$ cat src/rtl/cpu_types_pkg.sv
// Shared encodings for the multicycle MIPS core: ALU ops, opcodes, functs,
// and the control-unit state/select types.
package cpu_types_pkg;

    typedef enum logic [3:0] {
        ALU_SLL  = 4'd0,
        ALU_SRL  = 4'd1,
        ALU_ADD  = 4'd2,
        ALU_SUB  = 4'd3,
        ALU_AND  = 4'd4,
        ALU_OR   = 4'd5,
        ALU_XOR  = 4'd6,
        ALU_NOR  = 4'd7,
        ALU_SLT  = 4'd8,
        ALU_SLTU = 4'd9
    } aluop_t;

    typedef enum logic [5:0] {
        OP_RTYPE = 6'h00,
        OP_J     = 6'h02,
        OP_JAL   = 6'h03,
        OP_BEQ   = 6'h04,
        OP_BNE   = 6'h05,
        OP_ADDI  = 6'h08,
        OP_ADDIU = 6'h09,
        OP_SLTI  = 6'h0A,
        OP_SLTIU = 6'h0B,
        OP_ANDI  = 6'h0C,
        OP_ORI   = 6'h0D,
        OP_XORI  = 6'h0E,
        OP_LUI   = 6'h0F,
        OP_LW    = 6'h23,
        OP_SW    = 6'h2B,
        OP_HALT  = 6'h3F
    } opcode_t;

    typedef enum logic [5:0] {
        FN_SLL  = 6'h00,
        FN_SRL  = 6'h02,
        FN_JR   = 6'h08,
        FN_ADD  = 6'h20,
        FN_ADDU = 6'h21,
        FN_SUB  = 6'h22,
        FN_SUBU = 6'h23,
        FN_AND  = 6'h24,
        FN_OR   = 6'h25,
        FN_XOR  = 6'h26,
        FN_NOR  = 6'h27,
        FN_SLT  = 6'h2A,
        FN_SLTU = 6'h2B
    } funct_t;

    typedef enum logic [2:0] {
        FETCH, DECODE, EXEC, MEM, WB, BRANCH, JUMP, HALT
    } mcstate_t;

    typedef enum logic [1:0] {ASEL_RS, ASEL_RT, ASEL_IMM_ZE} asel_t;

    typedef enum logic [2:0] {
        BSEL_RT, BSEL_IMM_SE, BSEL_IMM_ZE, BSEL_SHAMT, BSEL_C16
    } bsel_t;

    typedef enum logic [1:0] {W_ALU_RD, W_ALU_RT, W_MEM_RT, W_PC4_R31} wsel_t;

    typedef enum logic [1:0] {PCSRC_PC4, PCSRC_BRANCH, PCSRC_JUMP, PCSRC_JR} pcsrc_t;

    // IC_ALU_OVF marks the signed ops (ADD, SUB, ADDI) that may trap on overflow.
    typedef enum logic [3:0] {
        IC_NOP, IC_ALU, IC_ALU_OVF, IC_LW, IC_SW, IC_BEQ, IC_BNE,
        IC_J, IC_JAL, IC_JR, IC_HALT
    } iclass_t;

endpackage

$ cat src/rtl/mc_control_if.sv
// Control-unit bundle: instruction/data memory handshake, ALU control and
// flags, writeback and PC controls.
interface mc_control_if;
    import cpu_types_pkg::*;

    logic [31:0] instr;
    logic        ihit;
    logic        dhit;
    logic        z_fl;
    logic        o_fl;
    aluop_t      alu_op;
    asel_t       a_sel;
    bsel_t       b_sel;
    logic        iren;
    logic        ir_en;
    logic        dren;
    logic        dwen;
    logic        regwen;
    wsel_t       w_sel;
    logic        pc_en;
    pcsrc_t      pcsrc;
    logic        halt;
    logic        exc;

    modport master (
        input  instr, ihit, dhit, z_fl, o_fl,
        output alu_op, a_sel, b_sel, iren, ir_en, dren, dwen,
               regwen, w_sel, pc_en, pcsrc, halt, exc
    );

    modport slave (
        output instr, ihit, dhit, z_fl, o_fl,
        input  alu_op, a_sel, b_sel, iren, ir_en, dren, dwen,
               regwen, w_sel, pc_en, pcsrc, halt, exc
    );

endinterface

$ cat src/rtl/mc_decode.sv
// Combinational instruction decoder: instruction class plus the ALU op,
// operand selects and writeback select used in EXEC/MEM/WB.
module mc_decode
    import cpu_types_pkg::*;
(
    input  logic [31:0] instr,
    output iclass_t     iclass,
    output aluop_t      alu_op,
    output asel_t       a_sel,
    output bsel_t       b_sel,
    output wsel_t       w_sel
);

    opcode_t op;
    funct_t  fn;
    logic    unused_fields;

    assign op            = opcode_t'(instr[31:26]);
    assign fn            = funct_t'(instr[5:0]);
    assign unused_fields = ^instr[25:6];

    always_comb begin
        iclass = IC_NOP;
        alu_op = ALU_ADD;
        a_sel  = ASEL_RS;
        b_sel  = BSEL_RT;
        w_sel  = W_ALU_RD;
        case (op)
            OP_RTYPE: begin
                iclass = IC_ALU;
                case (fn)
                    FN_ADD:  iclass = IC_ALU_OVF;
                    FN_ADDU: alu_op = ALU_ADD;
                    FN_SUB:  begin iclass = IC_ALU_OVF; alu_op = ALU_SUB; end
                    FN_SUBU: alu_op = ALU_SUB;
                    FN_AND:  alu_op = ALU_AND;
                    FN_OR:   alu_op = ALU_OR;
                    FN_XOR:  alu_op = ALU_XOR;
                    FN_NOR:  alu_op = ALU_NOR;
                    FN_SLT:  alu_op = ALU_SLT;
                    FN_SLTU: alu_op = ALU_SLTU;
                    FN_SLL:  begin alu_op = ALU_SLL; a_sel = ASEL_RT; b_sel = BSEL_SHAMT; end
                    FN_SRL:  begin alu_op = ALU_SRL; a_sel = ASEL_RT; b_sel = BSEL_SHAMT; end
                    FN_JR:   iclass = IC_JR;
                    default: iclass = IC_NOP;
                endcase
            end
            OP_ADDI:  begin iclass = IC_ALU_OVF; b_sel = BSEL_IMM_SE; w_sel = W_ALU_RT; end
            OP_ADDIU: begin iclass = IC_ALU; b_sel = BSEL_IMM_SE; w_sel = W_ALU_RT; end
            OP_SLTI:  begin iclass = IC_ALU; alu_op = ALU_SLT; b_sel = BSEL_IMM_SE; w_sel = W_ALU_RT; end
            OP_SLTIU: begin iclass = IC_ALU; alu_op = ALU_SLTU; b_sel = BSEL_IMM_SE; w_sel = W_ALU_RT; end
            OP_ANDI:  begin iclass = IC_ALU; alu_op = ALU_AND; b_sel = BSEL_IMM_ZE; w_sel = W_ALU_RT; end
            OP_ORI:   begin iclass = IC_ALU; alu_op = ALU_OR; b_sel = BSEL_IMM_ZE; w_sel = W_ALU_RT; end
            OP_XORI:  begin iclass = IC_ALU; alu_op = ALU_XOR; b_sel = BSEL_IMM_ZE; w_sel = W_ALU_RT; end
            // LUI shifts the zero-extended immediate left by the constant 16.
            OP_LUI:   begin iclass = IC_ALU; alu_op = ALU_SLL; a_sel = ASEL_IMM_ZE; b_sel = BSEL_C16; w_sel = W_ALU_RT; end
            OP_LW:    begin iclass = IC_LW; b_sel = BSEL_IMM_SE; w_sel = W_MEM_RT; end
            OP_SW:    begin iclass = IC_SW; b_sel = BSEL_IMM_SE; end
            OP_BEQ:   begin iclass = IC_BEQ; alu_op = ALU_SUB; end
            OP_BNE:   begin iclass = IC_BNE; alu_op = ALU_SUB; end
            OP_J:     iclass = IC_J;
            OP_JAL:   begin iclass = IC_JAL; w_sel = W_PC4_R31; end
            OP_HALT:  iclass = IC_HALT;
            default:  iclass = IC_NOP;
        endcase
    end

endmodule

$ cat src/rtl/mc_control.sv
// Multicycle MIPS control FSM (FETCH/DECODE/EXEC/MEM/WB/BRANCH/JUMP/HALT).
// Define OVERFLOW_TRAP_EN to halt with exc=1 on signed overflow of ADD/SUB/ADDI.
module mc_control
    import cpu_types_pkg::*;
(
    input logic          CLK,
    input logic          nRST,
    mc_control_if.master bus
);

    mcstate_t state, next_state;
    logic     halt_q;
    logic     ovf_trap;
    iclass_t  iclass;
    aluop_t   dec_alu;
    asel_t    dec_a;
    bsel_t    dec_b;
    wsel_t    dec_w;

    mc_decode u_decode (
        .instr  (bus.instr),
        .iclass (iclass),
        .alu_op (dec_alu),
        .a_sel  (dec_a),
        .b_sel  (dec_b),
        .w_sel  (dec_w)
    );

`ifdef OVERFLOW_TRAP_EN
    logic exc_q;

    assign ovf_trap = (iclass == IC_ALU_OVF) && bus.o_fl;
    assign bus.exc  = exc_q;

    always_ff @(posedge CLK or negedge nRST) begin
        if (!nRST)                          exc_q <= 1'b0;
        else if (state == EXEC && ovf_trap) exc_q <= 1'b1;
    end
`else
    logic unused_o_fl;

    assign unused_o_fl = bus.o_fl;
    assign ovf_trap    = 1'b0;
    assign bus.exc     = 1'b0;
`endif

    assign bus.halt = halt_q;

    always_ff @(posedge CLK or negedge nRST) begin
        if (!nRST) begin
            state  <= FETCH;
            halt_q <= 1'b0;
        end else begin
            state <= next_state;
            if (next_state == HALT) halt_q <= 1'b1;
        end
    end

    always_comb begin
        next_state = state;
        bus.iren   = 1'b0;
        bus.ir_en  = 1'b0;
        bus.dren   = 1'b0;
        bus.dwen   = 1'b0;
        bus.regwen = 1'b0;
        bus.pc_en  = 1'b0;
        bus.pcsrc  = PCSRC_PC4;
        bus.alu_op = ALU_ADD;
        bus.a_sel  = ASEL_RS;
        bus.b_sel  = BSEL_RT;
        bus.w_sel  = W_ALU_RD;
        case (state)
            FETCH: begin
                bus.iren = 1'b1;
                if (bus.ihit) begin
                    bus.ir_en  = 1'b1;
                    next_state = DECODE;
                end
            end
            DECODE: begin
                case (iclass)
                    IC_ALU, IC_ALU_OVF, IC_LW, IC_SW: next_state = EXEC;
                    IC_BEQ, IC_BNE:                   next_state = BRANCH;
                    IC_J, IC_JAL, IC_JR:              next_state = JUMP;
                    IC_HALT:                          next_state = HALT;
                    default:                          next_state = WB;
                endcase
            end
            EXEC: begin
                bus.alu_op = dec_alu;
                bus.a_sel  = dec_a;
                bus.b_sel  = dec_b;
                if (ovf_trap)                                 next_state = HALT;
                else if (iclass == IC_LW || iclass == IC_SW)  next_state = MEM;
                else                                          next_state = WB;
            end
            // Keep the address computation driven while the memory request is held.
            MEM: begin
                bus.alu_op = dec_alu;
                bus.a_sel  = dec_a;
                bus.b_sel  = dec_b;
                if (iclass == IC_LW) begin
                    bus.dren = 1'b1;
                    if (bus.dhit) next_state = WB;
                end else begin
                    bus.dwen = 1'b1;
                    if (bus.dhit) begin
                        bus.pc_en  = 1'b1;
                        next_state = FETCH;
                    end
                end
            end
            WB: begin
                bus.alu_op = dec_alu;
                bus.a_sel  = dec_a;
                bus.b_sel  = dec_b;
                bus.w_sel  = dec_w;
                bus.regwen = (iclass != IC_NOP);
                bus.pc_en  = 1'b1;
                next_state = FETCH;
            end
            BRANCH: begin
                bus.alu_op = ALU_SUB;
                bus.pc_en  = 1'b1;
                if ((iclass == IC_BEQ && bus.z_fl) || (iclass == IC_BNE && !bus.z_fl))
                    bus.pcsrc = PCSRC_BRANCH;
                next_state = FETCH;
            end
            JUMP: begin
                bus.pc_en = 1'b1;
                bus.pcsrc = (iclass == IC_JR) ? PCSRC_JR : PCSRC_JUMP;
                if (iclass == IC_JAL) begin
                    bus.regwen = 1'b1;
                    bus.w_sel  = W_PC4_R31;
                end
                next_state = FETCH;
            end
            HALT:    next_state = HALT;
            default: next_state = FETCH;
        endcase
    end

endmodule

$ cat src/flat_wrapper.sv
// flat-port wrapper written by rule: the top's interface ports become plain ports
module mc_control_flat import cpu_types_pkg::*;
  (CLK, nRST, bus_instr, bus_ihit, bus_dhit, bus_z_fl, bus_o_fl, bus_alu_op, bus_a_sel, bus_b_sel, bus_iren, bus_ir_en, bus_dren, bus_dwen, bus_regwen, bus_w_sel, bus_pc_en, bus_pcsrc, bus_halt, bus_exc);
  mc_control_if bus_i ();
  input logic CLK;
  input logic nRST;
  input wire logic [$bits(bus_i.instr)-1:0] bus_instr;
  input wire logic [$bits(bus_i.ihit)-1:0] bus_ihit;
  input wire logic [$bits(bus_i.dhit)-1:0] bus_dhit;
  input wire logic [$bits(bus_i.z_fl)-1:0] bus_z_fl;
  input wire logic [$bits(bus_i.o_fl)-1:0] bus_o_fl;
  output wire logic [$bits(bus_i.alu_op)-1:0] bus_alu_op;
  output wire logic [$bits(bus_i.a_sel)-1:0] bus_a_sel;
  output wire logic [$bits(bus_i.b_sel)-1:0] bus_b_sel;
  output wire logic [$bits(bus_i.iren)-1:0] bus_iren;
  output wire logic [$bits(bus_i.ir_en)-1:0] bus_ir_en;
  output wire logic [$bits(bus_i.dren)-1:0] bus_dren;
  output wire logic [$bits(bus_i.dwen)-1:0] bus_dwen;
  output wire logic [$bits(bus_i.regwen)-1:0] bus_regwen;
  output wire logic [$bits(bus_i.w_sel)-1:0] bus_w_sel;
  output wire logic [$bits(bus_i.pc_en)-1:0] bus_pc_en;
  output wire logic [$bits(bus_i.pcsrc)-1:0] bus_pcsrc;
  output wire logic [$bits(bus_i.halt)-1:0] bus_halt;
  output wire logic [$bits(bus_i.exc)-1:0] bus_exc;
  assign bus_i.instr = bus_instr;
  assign bus_i.ihit = bus_ihit;
  assign bus_i.dhit = bus_dhit;
  assign bus_i.z_fl = bus_z_fl;
  assign bus_i.o_fl = bus_o_fl;
  assign bus_alu_op = bus_i.alu_op;
  assign bus_a_sel = bus_i.a_sel;
  assign bus_b_sel = bus_i.b_sel;
  assign bus_iren = bus_i.iren;
  assign bus_ir_en = bus_i.ir_en;
  assign bus_dren = bus_i.dren;
  assign bus_dwen = bus_i.dwen;
  assign bus_regwen = bus_i.regwen;
  assign bus_w_sel = bus_i.w_sel;
  assign bus_pc_en = bus_i.pc_en;
  assign bus_pcsrc = bus_i.pcsrc;
  assign bus_halt = bus_i.halt;
  assign bus_exc = bus_i.exc;
  mc_control u_core (.CLK(CLK), .nRST(nRST), .bus(bus_i));
endmodule
$ cat config.mk
export PLATFORM = sky130hd
export DESIGN_NAME = mc_control_flat
export DESIGN_NICKNAME = d
export VERILOG_FILES = /design/src/rtl/cpu_types_pkg.sv /design/src/rtl/mc_control_if.sv /design/src/rtl/mc_decode.sv /design/src/rtl/mc_control.sv /design/src/flat_wrapper.sv
export SDC_FILE = /design/constraint.sdc
export NUM_CORES = 1
export LEC_CHECK = 0
export CAP_MARGIN = 5
export CELL_PAD_IN_SITES_DETAIL_PLACEMENT = 0
export CELL_PAD_IN_SITES_GLOBAL_PLACEMENT = 1
export CORE_ASPECT_RATIO = 1.75
export CORE_UTILIZATION = 26
export DETAILED_ROUTE_END_ITERATION = 7
export PLACE_DENSITY_LB_ADDON = 0.25
export SETUP_SLACK_MARGIN = 0.1
export SYNTH_ARGS = -nofsm -noshare
export SYNTH_HDL_FRONTEND = slang
export SYNTH_SLANG_ARGS = --single-unit
$ cat constraint.sdc
create_clock -name CLK -period 3.9 [get_ports CLK]
set_clock_uncertainty 0.05 [all_clocks]
set_input_delay 0.78 -clock CLK [delete_from_list [all_inputs] [get_ports CLK]]
set_output_delay 0.78 -clock CLK [all_outputs]
set_load 0.03 [all_outputs]
==> results of run 1 <==
## registers in the layout (all words and copies together), names as in the netlist
register / count
u_core.state: 3
u_core.bus.halt: 1
## routing by layer
layer  vias up  share of wire [%]  track usage [%]
met2        48                 57             41.1
met4         0                5.5             14.3
met3        16                3.6             1.37
li1        781                  -                -
met1       749                 34             19.3
met5         -                  0                0
## cells by family (layout without fill, tap and decap cells)
logic type | after synthesis | count (layout)
flops | 4 | 4
other cells | 1 | 1
xor+xnor | 1 | 1
simple gates | 87 | 87
buf+inv | 22 | 105
fa+ha+maj | 5 | 5
compound gates | 50 | 50
## power by group through the flow
stage / Clock, mW / Sequential [mW] / Combinational, mW
floorplan: 0 / 0.0740 / 0.232
global placement: 0 / 0.0809 / 0.380
detailed placement: 0 / 0.0818 / 0.386
CTS: 0.0905 / 0.0818 / 0.387
global route: 0.0949 / 0.0856 / 0.422
finish: 0.0881 / 0.0820 / 0.388
## worst max path at each step
stage / start / to / slack, ns / depth (start not counted)
after CTS: bus_instr[28] / bus_pcsrc[0] / 0.10 / 13
after detailed placement: bus_instr[29] / bus_pc_en / -0.39 / 8
final: bus_instr[29] / bus_pcsrc[0] / 0.16 / 13
after global placement: bus_instr[29] / bus_pc_en / -0.40 / 11
after floorplan: bus_instr[30] / bus_pc_en / 0.14 / 11
after global routing: bus_instr[27] / bus_pcsrc[0] / 0.06 / 13
## critical path: cells and delay by family
kind,cells,cell delay [ns]
simple gates,3,1.04
fa+ha+maj,1,0.12
buf+inv,6,0.64
compound gates,3,0.31
## synth_stat cells, drive strengths merged, types with 3 or more instances
master / count / area share, %
nand4: 3 / 1.7
o21a: 5 / 3.4
clkbuf: 8 / 2.7
and3: 3 / 1.7
buf: 6 / 4.3
or3: 5 / 3.7
inv: 8 / 2.7
o31ai: 4 / 2.7
ha: 5 / 5.6
nor3: 5 / 2.7
nand2: 19 / 6.4
nand3: 7 / 3.1
dfrtp: 4 / 9.0
nor2b: 5 / 2.8
a31oi: 4 / 2.8
a21oi: 9 / 4.0
o21ai: 10 / 4.5
nand2b: 5 / 2.8
and2: 4 / 2.2
or4: 3 / 2.0
nor2: 19 / 6.6
nor4: 3 / 2.2
## final cells by class
class / count / area (um^2) / area share (%)
repair buffers: 94 / 754 / 38.8
clock buffers: 3 / 41.3 / 2.12
multi-input cells: 144 / 956 / 49.2
well taps: 49 / 61.3 / 3.16
flip-flops and latches: 4 / 100 / 5.15
inverters: 8 / 30.0 / 1.55
## repair_timing
action	CTS	global route
hold endpoints to repair	0	0
pin swaps	5	4
setup buffers	5	1
gates cloned	1	0
endpoints found under the setup margin	7	4
resized for setup	40	13
==> impl_metrics.yaml, run 1 <==
yosys:
  synthesis.area_mm2: 0.00111
  synth_xor_xnor_area_share_pct: 0.786
  syn_area_per_cell_um2: 6.56
  yosysWarnings: 0
  syn_inst: 170
  yosysUniqueCellTypes: 53
  synthFlopType: "dfrtp_1"
  synth_top_family_by_area: "simple AND/OR/NAND/NOR gates"
  async_reset_ff_share_pct: 100
  synth-simple-area-share_pct: 42.1
  synthAdderAreaFrac_pct: 5.61
  yosys_register_bits: 4
  synth_mux_area_share_pct: 0
  synth_fp_nets: 213
  synth_edf_count: 0
  synth_compound_area_share_pct: 32.5
  ys_seq_area_share_pct: 8.98
floorplanning:
  boundaryPins: 59
  num_rows: 31
  die_h_um: 88.6
  die_x_um: 51.5
  core_area_mm2: 0.00411
  die_area_mm2: 0.00456
  start_util_pct: 27.1
place:
  dp_cells: 292
  port_buffers: 36
  dp.final_hpwl_um: 3520
  pre_cts_ws_ns: -0.387
  dpl-instance-area_mm2: 0.00182
  gp_congestion: 0.858
setup_path:
  worstRegToRegCells: 6
  critPathLaunchType: "input pin"
  r2r_slack_ns: 2.17
  path_max_fanout: 6
  cp.required_ns: 3.07
  r2r_start: "u_core.state[1]"
  cp-end-kind: "output port"
  r2r_end: "u_core.bus.halt"
  crit_top_cell: "buf_4"
  path_class: "in -> out"
  critPathSlowestCell: "or4_1"
  cp.arrival_ns: 2.91
  critical_path.max_stage_delay_ns: 0.50
  path_cells: "buf_2 -> buf_4 -> or3_4 -> a21oi_2 -> o21ai_1 -> and2_4 -> inv_2 -> buf_4 -> ha_1 -> inv_1 -> or4_1 -> o21ai_1 -> buf_4"
min_path:
  hp-start: "u_core.bus.halt"
  holdPathStages: 1
  hold_path_class: "reg -> reg"
  hold_path_end: "u_core.bus.halt"
cells_and_area:
  drive_above_1_share_pct: 36.4
  finish.utilization_pct: 47.3
  final_common_cell: "buf_4"
  area_growth_pct: 74.3
  stdcell_count: 302
  final_cell_mix: "buf_4, nand2_1, nor2_1, clkdlybuf4s50_1, dlygate4sd2_1"
  fill_cells: 437
  final_area_mm2: 0.00194
  antenna_cells: 0
  final_nets: 298
grt:
  grt-ovfl-total: 0
  track_usage_pct: 20.8
  antenna_found_initial: 0
  grt_pass1_wl_um: 7220
  grt_pass1_vias: 1655
  grt_max_degree: 12
power:
  power_frac_comb_pct: 69.5
  leakagePower_nw: 0.899
  power.total_uw: 558
  seqPwrFrac_pct: 14.7
  swShare_pct: 48.1
  p_per_area_mw_per_mm2: 287
  vdd_drop_max_uv: 255
  p_clk_share_pct: 15.8
  p_int_uw: 290
  switchingPower_uw: 268
sta:
  period_share_pct: 95.9
  tightest_slew_ns: 0.508
  hold_viol: 0
  post-route-min-period_ns: 3.74
  fin_ws_ns: 0.160
  whs_ns: 0.416
  slew_viol_final: 0
  setup_violations: 0
  tns_ns: 0
  relSlewSlack_pct: 66.1
  grt_setup_unrepaired: "true"
  max_freq_mhz: 267
clock_tree:
  ctsLongestPathBuffers: 2
  hold_buffers: 0
  cts-buffers-inserted: 3
  cts_root_buf: "clkbuf_8"
  clock_sinks: 4
  htreeDepth: 1
  clk_pin_slew_ns: 0.03
  cts_tree: "yes"
  clk_latency_ns: 0.22
drt:
  drc: 0
  drtIter0Drc: 24
  wire_per_inst_um: 14.5
  vias_per_cell: 5.28
  drt-total-wl_um: 4370
  ant_nets: 0
  first_pass_iters: 4
  dr_total_vias: 1594
job:
  drv_cap: 0
run_status:
  status: "complete, no violations"
(Power assumes the default switching activity.)
==> inputs of run 2 (changes only) <==
CORE_ASPECT_RATIO = 0.9   (was 1.75)
==> impl_metrics.yaml, run 2 (synthesized netlist as in run 1, its figures left out) <==
run_status:
  status: "complete, no violations"
drt:
  wire_per_inst_um: 13.8
  ant_nets: 0
  drc: 0
  dr_total_vias: 1599
  drt-total-wl_um: 4250
  vias_per_cell: 5.21
  drtIter0Drc: 86
  first_pass_iters: 6
setup_path:
  cp.required_ns: 3.07
  cp-end-kind: "output port"
  critPathLaunchType: "input pin"
  path_class: "in -> out"
  path_max_fanout: 5
  cp.arrival_ns: 2.89
power:
  leakagePower_nw: 0.960
  p_per_area_mw_per_mm2: 271
  vdd_drop_max_uv: 142
clock_tree:
  clk_latency_ns: 0.22
  cts_root_buf: "clkbuf_8"
  cts_tree: "yes"
  clk_pin_slew_ns: 0.03
  cts-buffers-inserted: 3
  htreeDepth: 1
  ctsLongestPathBuffers: 2
  hold_buffers: 0
  clock_sinks: 4
sta:
  max_freq_mhz: 269
  post-route-min-period_ns: 3.72
  tns_ns: 0
  tightest_slew_ns: 0.588
  relSlewSlack_pct: 60.7
  slew_viol_final: 0
  hold_viol: 0
  period_share_pct: 95.4
  setup_violations: 0
  grt_setup_unrepaired: "false"
  whs_ns: 0.423
cells_and_area:
  regMostFlops: "u_core.state"
  drive_above_1_share_pct: 42.5
  fill_cells: 393
  final_common_cell: "buf_4"
  final_nets: 304
  largest_reg_flops: 3
  antenna_cells: 0
  final_cell_mix: "buf_4, nand2_1, nor2_1, clkdlybuf4s50_1"
  area_growth_pct: 87.7
floorplanning:
  die_x_um: 71.0
  num_rows: 22
  core_area_mm2: 0.00410
  boundaryPins: 59
  start_util_pct: 27.2
  die_area_mm2: 0.00455
  die_h_um: 64.1
place:
  dp.final_hpwl_um: 3090
  gp_congestion: 0.830
  port_buffers: 36
grt:
  antenna_found_initial: 0
  grt_pass1_vias: 1547
  grt_max_degree: 13
  track_usage_pct: 19.3
  grt-ovfl-total: 0
  grt_pass1_wl_um: 7080
job:
  drv_cap: 0
min_path:
  hold_path_class: "reg -> reg"
[run 2: layer usage]
metal | wire (um) | global-route usage [%]
met1 | 1970 | 25.4
met4 | 74 | 6.75
met2 | 2050 | 33.5
met5 | 0 | 0
met3 | 152 | 0.946
[run 2: final timing paths]
path / startpoint / endpoint / slack [ns] / cells past startpoint
worst min-delay path: u_core.bus.halt / u_core.bus.halt / 0.42 / 1
max in group asynchronous: nRST / u_core.state[1] / 2.94 / 1
min in group asynchronous: nRST / u_core.bus.halt / 0.71 / 1
worst max-delay path: bus_instr[28] / bus_pcsrc[0] / 0.18 / 13
worst max register to register: u_core.state[0] / u_core.bus.halt / 2.18 / 6
worst min register to register: u_core.bus.halt / u_core.bus.halt / 0.42 / 1
[run 2: final cells by class]
type | count | area (um^2) | share of cell area (%)
Tap cell | 48 | 60.1 | 2.87
Timing Repair Buffer | 100 | 857 | 41.0
Multi-Input combinational cell | 144 | 1000 | 48.0
Inverter | 8 | 30.0 | 1.44
Clock buffer | 3 | 41.3 | 1.97
Sequential cell | 4 | 100 | 4.78
[run 2: per-stage QoR]
step	util, %	instance area, um^2	setup WS, ns	cells	total power, mW
after detailed placement	44.1	1810	-0.350	290	0.457
after floorplan	-	1110	0.140	170	0.306
after CTS	49.6	2040	0.108	305	0.561
after global placement	44.1	1810	-0.330	290	0.448
after global routing	51.0	2090	0.0523	307	0.606
final	51.0	2090	0.178	307	0.566
[run 2: repair_timing]
action | CTS | global route
endpoints found under the setup margin | 8 | 7
pin swaps | 9 | 12
buffers inserted | 12 | 2
gates cloned | 1 | 0
resized for setup | 48 | 28
[run 2: power by group]
group          internal [mW]  total (mW)  switching, mW
clock network         0.0658      0.0875         0.0217
registers             0.0578      0.0936         0.0359
logic                  0.172       0.385          0.213
total                  0.295       0.566          0.271
[run 2: critical path, stage by stage]
cell,delay [ns]
buf_4,0.12
buf_6,0.12
or3_4,0.37
a21oi_2,0.16
o21ai_2,0.08
and2_4,0.16
inv_2,0.05
buf_4,0.10
ha_2,0.16
inv_2,0.03
or4_4,0.52
o21ai_2,0.07
buf_4,0.17
==> inputs of run 3 (changes only) <==
CORE_UTILIZATION = 24   (was 26)
clock period = 3.3 ns   (was 3.9 ns; I/O delays follow)
==> impl_metrics.yaml, run 3 (synthesized netlist as in run 1, its figures left out) <==
min_path:
  holdPathStages: 1
  hold_path_class: "reg -> reg"
drt:
  ant_nets: 0
  drt-total-wl_um: 4270
  vias_per_cell: 4.98
  first_pass_iters: 4
  wire_per_inst_um: 13.1
  dr_total_vias: 1617
  drc: 0
  drtIter0Drc: 126
place:
  dpl-instance-area_mm2: 0.00187
  port_buffers: 36
  gp_congestion: 0.805
  dp.final_hpwl_um: 3210
cells_and_area:
  final_nets: 308
  final_common_cell: "buf_4"
  drive_above_1_share_pct: 50.6
  largest_reg_flops: 3
  final_area_mm2: 0.00221
  antenna_cells: 0
  area_growth_pct: 98.4
  final_cell_mix: "buf_4, nand2_1, nor2_1, buf_6, clkdlybuf4s50_1"
  regMostFlops: "u_core.state"
setup_path:
  path_max_fanout: 6
  r2r_end: "u_core.bus.halt"
  r2r_start: "u_core.state[1]"
  worstRegToRegCells: 6
  crit_end: "bus_pcsrc[0]"
  cp.required_ns: 2.59
  cp.arrival_ns: 2.64
  r2r_slack_ns: 1.60
  path_class: "in -> out"
  setup.worst_path.start: "bus_instr[31]"
  critPathLaunchType: "input pin"
  cp-end-kind: "output port"
sta:
  period_share_pct: 102
  whs_ns: 0.410
  fin_ws_ns: -0.0545
  max_freq_mhz: 298
  tightest_slew_ns: 0.566
  hold_viol: 0
  slew_viol_final: 0
  relSlewSlack_pct: 62.2
  setup_violations: 1
  grt_setup_unrepaired: "true"
  post-route-min-period_ns: 3.35
clock_tree:
  clock_sinks: 4
  cts_root_buf: "clkbuf_8"
  cts_tree: "yes"
  clk_pin_slew_ns: 0.03
  htreeDepth: 1
  ctsLongestPathBuffers: 2
  clk_latency_ns: 0.21
  cts-buffers-inserted: 3
floorplanning:
  die_h_um: 66.7
  die_area_mm2: 0.00492
  core_area_mm2: 0.00446
  boundaryPins: 59
  die_x_um: 73.8
  num_rows: 23
  start_util_pct: 25.0
power:
  power_frac_comb_pct: 72.0
  p_per_area_mw_per_mm2: 314
  p_int_uw: 367
  leakagePower_nw: 0.969
  p_clk_share_pct: 14.3
  vdd_drop_max_uv: 133
  switchingPower_uw: 328
  seqPwrFrac_pct: 13.8
  swShare_pct: 47.2
grt:
  grt_pass1_vias: 1466
  grt_pass1_wl_um: 6850
  track_usage_pct: 17.5
  grt_max_degree: 12
  antenna_found_initial: 0
  grt-ovfl-total: 0
run_status:
  status: "finished with violations"
  violations: "negative setup slack"
job:
  drv_cap: 0
[run 3: power by group through the flow]
stage	Clock (mW)	Sequential (mW)	Combinational, mW
2_1_floorplan	0	0.0875	0.284
3_3_place_gp	0	0.0947	0.461
3_5_place_dp	0	0.0943	0.460
4_1_cts	0.103	0.0937	0.473
5_1_grt	0.106	0.0994	0.535
6_report	0.0990	0.0956	0.500
[run 3: layer usage]
metal,track usage (%),routed length [um]
met4,1.92,50
met1,25.0,2070
met3,1.82,160
met2,29.0,1990
met5,0,0
[run 3: what timing repair did]
action / CTS / global route
setup endpoints to repair: 16 / 7
hold buffers: 0 / 0
pin swaps: 11 / 11
buffers inserted: 8 / 8
endpoints found under the hold margin: 0 / 0
resized for setup: 85 / 36
gates cloned: 0 / 0
[run 3: through the flow]
step                      worst slack, ns  std cells  setup TNS [ns]  utilization [%]  total power, mW
final                             -0.0545        325         -0.0545             49.6            0.694
after global routing              -0.0890        325          -0.124             49.6            0.740
after CTS                         -0.0925        317          -0.149             46.0            0.669
after detailed placement           -0.880        306           -6.23             41.9            0.554
after global placement             -0.864        306           -6.33             41.9            0.556
after floorplan                    0.0337        170               0                -            0.371
[run 3: worst max-delay path: stages]
cell and delay [ns]:
buf_8 0.10, buf_6 0.12, or3_4 0.37, a2111oi_4 0.40
nor2_2 0.10, buf_6 0.16, or4_4 0.52, o21ai_4 0.07
buf_6 0.14
[run 3: how the worst min path moves through the flow]
stage	start	to	slack, ns
after floorplan	nRST	u_core.bus.halt	0.31
after global placement	u_core.bus.halt	u_core.bus.halt	0.39
after detailed placement	u_core.bus.halt	u_core.bus.halt	0.41
after CTS	u_core.bus.halt	u_core.bus.halt	0.42
after global routing	u_core.bus.halt	u_core.bus.halt	0.44
final	u_core.bus.halt	u_core.bus.halt	0.41
[run 3: final cells by class]
type	count	area, um^2
multi-input cells	144	1100
repair buffers	104	863
flip-flops and latches	4	100
fillers	446	2250
inverters	8	32.5
well taps	62	77.6
clock buffers	3	41.3
